[config.mk]
export PLATFORM = sky130hd
export DESIGN_NAME = reg4_secuenciador
export DESIGN_NICKNAME = d
export VERILOG_FILES = /design/src/rtl/reg4_pkg.sv /design/src/rtl/reg4_contador_sat.sv /design/src/rtl/reg4_secuenciador.sv
export SDC_FILE = /design/constraint.sdc
export NUM_CORES = 1
export LEC_CHECK = 0
export ABC_CLOCK_PERIOD_IN_PS = 2670
export CAP_MARGIN = 40
export CORE_MARGIN = 10
export CORE_UTILIZATION = 50
export DETAILED_ROUTE_END_ITERATION = 8
export PLACE_DENSITY = 0.79
export SYNTH_ARGS = -nofsm -noshare
export SYNTH_HDL_FRONTEND = slang
export SYNTH_SLANG_ARGS = --single-unit
[constraint.sdc]
create_clock -name CLK -period 2.67 [get_ports CLK]
set_clock_uncertainty 0.2 [all_clocks]
set_input_delay 0.267 -clock CLK [delete_from_list [all_inputs] [get_ports CLK]]
set_output_delay 0.267 -clock CLK [all_outputs]
set_load 0.05 [all_outputs]
[src/rtl/reg4_pkg.sv]
// Shared types and constants for the 4-bit universal register sequencer.
//   state_e      : controller FSM states
//   MODO_CARGA   : register mode for parallel load
//   MODO_REPOSO  : register mode driven while idle
//   CNT_W_DEF    : default width of run-length / RCO-count fields
package reg4_pkg;
  localparam int          CNT_W_DEF   = 8;
  localparam logic [1:0]  MODO_CARGA  = 2'b11;
  localparam logic [1:0]  MODO_REPOSO = 2'b00;

  typedef enum logic [1:0] {
    ST_IDLE = 2'd0,
    ST_LOAD = 2'd1,
    ST_RUN  = 2'd2,
    ST_DONE = 2'd3
  } state_e;
endpackage

[src/rtl/reg4_contador_sat.sv]
// Saturating up-counter with synchronous clear.
//   clk, rst : clock, synchronous active-high reset
//   clr      : clear to zero (wins over inc)
//   inc      : increment by one, sticking at all-ones
//   cnt      : current count
module reg4_contador_sat #(
  parameter int CNT_W = 8
) (
  input  logic             clk,
  input  logic             rst,
  input  logic             clr,
  input  logic             inc,
  output logic [CNT_W-1:0] cnt
);
  logic [CNT_W-1:0] cnt_q, cnt_d;

  always_comb begin
    cnt_d = cnt_q;
    if (clr)                     cnt_d = '0;
    else if (inc && cnt_q != '1) cnt_d = cnt_q + CNT_W'(1);
  end

  always_ff @(posedge clk) begin
    if (rst) cnt_q <= '0;
    else     cnt_q <= cnt_d;
  end

  assign cnt = cnt_q;
endmodule

[src/rtl/reg4_secuenciador.sv]
// Command-driven sequencer for a 4-bit universal register: parallel load of
// CMD_D, then up to CMD_N run cycles in CMD_MODO, then a one-cycle DONE.
//   CMD_*            : command fields, valid/ready handshake (accepted in IDLE)
//   ABORT            : end the current LOAD/RUN early (reported via ABORTADO)
//   ENB/MODO/D       : drive to the register; Q/RCO monitored back
//   DONE/ABORTADO    : completion pulse and abort flag
//   Q_FINAL/RCO_CNT  : results of the last command, updated as DONE ends
//   BUSY             : high while a command is in LOAD/RUN/DONE
module reg4_secuenciador #(
  parameter int         CNT_W      = reg4_pkg::CNT_W_DEF,
  parameter logic [1:0] MODO_CARGA = reg4_pkg::MODO_CARGA
) (
  input  logic             CLK,
  input  logic             RESET,
  input  logic             CMD_VALID,
  output logic             CMD_READY,
  input  logic [1:0]       CMD_MODO,
  input  logic [3:0]       CMD_D,
  input  logic [CNT_W-1:0] CMD_N,
  input  logic             CMD_STOP_RCO,
  input  logic             ABORT,
  output logic             ENB,
  output logic [1:0]       MODO,
  output logic [3:0]       D,
  input  logic [3:0]       Q,
  input  logic             RCO,
  output logic             DONE,
  output logic             ABORTADO,
  output logic [3:0]       Q_FINAL,
  output logic [CNT_W-1:0] RCO_CNT,
  output logic             BUSY
);
  import reg4_pkg::*;

  state_e           state_q, state_d;
  logic [1:0]       modo_q, modo_d;
  logic [3:0]       d_q, d_d;
  logic [CNT_W-1:0] n_q, n_d;
  logic             stop_q, stop_d;
  logic [CNT_W-1:0] rem_q, rem_d;
  logic             abort_q, abort_d;
  logic [3:0]       q_final_q, q_final_d;
  logic [CNT_W-1:0] rco_cnt_q, rco_cnt_d;
  logic             cnt_clr, cnt_inc;
  logic [CNT_W-1:0] rco_cnt_live;

  reg4_contador_sat #(.CNT_W(CNT_W)) u_cnt_rco (
    .clk (CLK),
    .rst (RESET),
    .clr (cnt_clr),
    .inc (cnt_inc),
    .cnt (rco_cnt_live)
  );

  always_comb begin
    state_d   = state_q;
    modo_d    = modo_q;
    d_d       = d_q;
    n_d       = n_q;
    stop_d    = stop_q;
    rem_d     = rem_q;
    abort_d   = abort_q;
    q_final_d = q_final_q;
    rco_cnt_d = rco_cnt_q;
    cnt_clr   = 1'b0;
    cnt_inc   = 1'b0;
    case (state_q)
      ST_IDLE: begin
        if (CMD_VALID) begin
          modo_d  = CMD_MODO;
          d_d     = CMD_D;
          n_d     = CMD_N;
          stop_d  = CMD_STOP_RCO;
          abort_d = 1'b0;
          cnt_clr = 1'b1;
          state_d = ST_LOAD;
        end
      end
      ST_LOAD: begin
        rem_d = n_q;
        if (ABORT) begin
          abort_d = 1'b1;
          state_d = ST_DONE;
        end else begin
          state_d = (n_q != '0) ? ST_RUN : ST_DONE;
        end
      end
      ST_RUN: begin
        rem_d   = rem_q - CNT_W'(1);
        cnt_inc = RCO;
        if (ABORT) abort_d = 1'b1;
        // Natural end, early RCO stop and abort all converge on DONE.
        if (rem_q == CNT_W'(1) || (stop_q && RCO) || ABORT)
          state_d = ST_DONE;
      end
      ST_DONE: begin
        // Q here already reflects the edge that closed the last active cycle.
        q_final_d = Q;
        rco_cnt_d = rco_cnt_live;
        state_d   = ST_IDLE;
      end
      default: state_d = ST_IDLE;
    endcase
  end

  always_ff @(posedge CLK) begin
    if (RESET) begin
      state_q   <= ST_IDLE;
      modo_q    <= MODO_REPOSO;
      d_q       <= 4'h0;
      n_q       <= '0;
      stop_q    <= 1'b0;
      rem_q     <= '0;
      abort_q   <= 1'b0;
      q_final_q <= 4'h0;
      rco_cnt_q <= '0;
    end else begin
      state_q   <= state_d;
      modo_q    <= modo_d;
      d_q       <= d_d;
      n_q       <= n_d;
      stop_q    <= stop_d;
      rem_q     <= rem_d;
      abort_q   <= abort_d;
      q_final_q <= q_final_d;
      rco_cnt_q <= rco_cnt_d;
    end
  end

  // Outputs are quiet during the reset cycle regardless of the current state.
  always_comb begin
    CMD_READY = 1'b0;
    ENB       = 1'b0;
    MODO      = MODO_REPOSO;
    D         = 4'h0;
    DONE      = 1'b0;
    ABORTADO  = 1'b0;
    BUSY      = 1'b0;
    if (!RESET) begin
      D    = d_q;
      BUSY = (state_q != ST_IDLE);
      case (state_q)
        ST_IDLE: CMD_READY = 1'b1;
        ST_LOAD: begin
          ENB  = 1'b1;
          MODO = MODO_CARGA;
        end
        ST_RUN: begin
          ENB  = 1'b1;
          MODO = modo_q;
        end
        ST_DONE: begin
          DONE     = 1'b1;
          ABORTADO = abort_q;
        end
        default: ;
      endcase
    end
  end

  assign Q_FINAL = q_final_q;
  assign RCO_CNT = rco_cnt_q;
endmodule
==> summary.md <==
| Metric | Value |
|---|---|
| Status | finished clean |
| Async SR Flop Fraction | 0% |
| Cts bufs inserted | 5 |
| Post-Syn Nets | 285 |
| Area grow syn2layout | 34.7% |
| Post-synth EDFFs | 0 |
| Clk_lat worst skew | 0.31 ns |
| Crit path max-delay family | adder cells |
| Top_reg_cell synth | dfxtp_1 |
| Leakage power | 0.00107 uW |
| Most frequent cells in the layout | 46 x dfxtp_1, 40 x nand2_1, 35 x clkdlybuf4s50_1 |
| Post-route setup TNS | 0 ns |
| Max Clock Freq | 414 MHz |
| Tightest Pin Transition | 0.540 ns |
| Worst path depth | 5 |
| Initial antenna violation count | 0 |
| Drt wl/cell | 14.9 um |
| Drt first-iter violations | 98 |
| Commonest non-fill, non-tap cell in the layout | dfxtp_1 |
| Initial Utilization | 52.2% |
| Gate Count Post-Synth | 253 |
| Max incr delay on CP | 0.48 ns |
| Arr. time, crit path | 1.95 ns |
| Seq cells post-synth | 46 |
| RSZ-0062 raised after global routing | no |
| Clock transition at the registers of the reported paths | 0.08 ns |
| Crit. End Element | output port |
| CTS H-Tree Depth | 2 |
| Crit path max fanout | 13 |
| Antenna-violating nets left | 0 |
| Post-synth cell types | 45 |
| Global-route wire length before repair | 8600 um |
| CP max stage cell | ha_2 |
| Slew Limit Fails | 0 |
| Relative slew slack | 64.0% |
| Number of global-route vias before repair | 1796 |
| Worst Setup Start Kind | flip-flop |
| R2R depth | 6 |
| Mapped Area | 2120 um^2 |
| HPWL after DPL | 3910 um |
| DR vias/cell | 5.49 |
| Routability cong. | 0.801 |
| IO buf count | 46 |
| Final setup fails | 0 |
| CTS max path bufs | 2 |
| Seq/Total Area, Yosys | 43.5% |
| Worst hold slack | 0.253 ns |
| Placed Cells | 343 |
| Worst setup path category | reg -> out |
| All-layer global routing usage | 14.4% |
| Share of layout cells above drive strength 1 | 9.97% |
| Tmin final | 2.42 ns |
| Post-Route Utilization | 70.3% |
| Antenna cells | 0 |
| Final Net Count | 332 |
| Largest net degree at the start of global routing | 32 |
| Worst Hold Depth | 2 |
| Site Rows | 23 |
| Residual DRC | 0 |
| Initial DRT Pass Iterations | 4 |
| Syn avg cell area | 8.37 um^2 |
| Die extent in y | 85.1 um |
| Fin crit share | 90.5% |
| Total length of routed wires | 5220 um |
| Critical path data required time | 2.20 ns |
| Worst Path Buf+Inv | 2 |
| Setup repair bufs after CTS | 0 |
| Non-Filler Instances | 351 |
| Clock root buffer | clkbuf_8 |
| FILL cells | 316 |
| CTS tree | yes |
| Crit-path cells | inv_1, ha_2, nand2_1, nor2_1, buf_12 |
| Hold Vio Cnt, Final | 0 |
| Total number of yosys warnings | 0 |
| IO Count | 47 |
| Max-cap violation count | 0 |
| Total grt overflow | 0 |
| Die Width | 85.1 um |
| Worst IR drop on VDD | 0.526 mV |
| Core ar. | 4060 um^2 |
| CTS sink cnt | 46 |
| Via count | 1928 |
| Die footprint | 7240 um^2 |
| Hold/Removal Path Class | reg -> reg |
| Cell Pwr Density | 897 nW/um^2 |
## synthesized netlist by cell type, types with 2 or more instances
library cell	count	share of area [%]
nor3_1	2	0.47
nand2_1	40	7.1
o211ai_1	2	0.71
clkbuf_1	9	1.6
dfxtp_1	46	43
ha_1	8	4.7
nor2_1	31	5.5
a21oi_1	28	6.6
buf_2	2	0.47
xor2_1	2	0.83
and3_1	2	0.59
nor4_1	4	1.2
a211o_1	2	0.83
and2_1	2	0.59
nand4_1	3	0.89
mux2i_1	17	8.0
nand3_1	3	0.71
nor2b_1	7	2.1
o21ai_0	8	1.9
a211oi_1	2	0.71
inv_1	8	1.4
o41ai_1	2	0.83
## layout make-up
| type | count | area [um^2] | area share (%) |
|---|---|---|---|
| Multi-Input combinational cell | 186 | 1120 | 39.2 |
| Sequential cell | 46 | 921 | 32.3 |
| Timing Repair Buffer | 52 | 603 | 21.1 |
| Clock buffer | 5 | 68.8 | 2.41 |
| Tap cell | 50 | 62.6 | 2.19 |
| Clock inverter | 3 | 45.0 | 1.58 |
| Inverter | 9 | 33.8 | 1.18 |
## final timing paths
| path | from | end | slack [ns] |
|---|---|---|---|
| max | state_q[0] | MODO[1] | 0.25 |
| min | d_q[2] | d_q[2] | 0.25 |
| max reg2reg | state_q[0] | state_q[1] | 0.56 |
| min reg2reg | d_q[2] | d_q[2] | 0.25 |
## metrics by stage
step                      cell area, um^2  power [uW]  worst slack, ns
after global routing                 2850        2720            0.131
after global placement               2740        2010            0.534
final                                2850        2560            0.255
after CTS                            2850        2550            0.135
after detailed placement             2740        2030            0.475
after floorplan                      2120        1670            0.279
## worst min-delay path, stage by stage (launching register included)
cell and delay, ns:
dfxtp_1 0.31, nand2_1 0.05, a21oi_1 0.05
## logic make-up (layout without fill, tap and decap cells)
family	Yosys count	in the layout	synth area share [%]
adders and majority gates	8	8	4.73
and+or+nand+nor	103	103	22.7
buffers and inverters	21	69	3.84
DFF	46	46	43.5
AOI/OAI and AO/OA	55	55	16.0
muxes	17	17	8.04
xor gates and xnor gates	3	3	1.24
## per-layer routing
| metal | up-vias | routed length (um) | GRT usage [%] |
|---|---|---|---|
| met5 | - | 0 | 0 |
| li1 | 971 | - | - |
| met2 | 51 | 2300 | 20.8 |
| met4 | 0 | 85 | 5.84 |
| met1 | 897 | 2340 | 17.7 |
| met3 | 9 | 487 | 6.88 |
## report_power, final
| group | internal [uW] | total, uW | leakage [uW] | switching (uW) |
|---|---|---|---|---|
| combinational | 482 | 1140 | 0.000641 | 661 |
| sequential | 790 | 887 | 0.000374 | 96.3 |
| clock | 279 | 527 | 0.0000504 | 249 |
## repair_timing
| action | 4_1_cts | 5_1_grt |
|---|---|---|
| setup endpoints to repair | 0 | 1 |
| gates resized for setup | 0 | 1 |
| hold buffers | 0 | 0 |
## registers in the layout, summed over array words and instances, names as in the netlist
| register | count |
|---|---|
| Q_FINAL | 4 |
| modo_q | 2 |
| stop_q | 1 |
| state_q | 2 |
| abort_q | 1 |
| RCO_CNT | 8 |
| u_cnt_rco.cnt | 8 |
| d_q | 4 |
| rem_q | 8 |
| n_q | 8 |
Note: power is estimated with default switching activity, not from simulation.
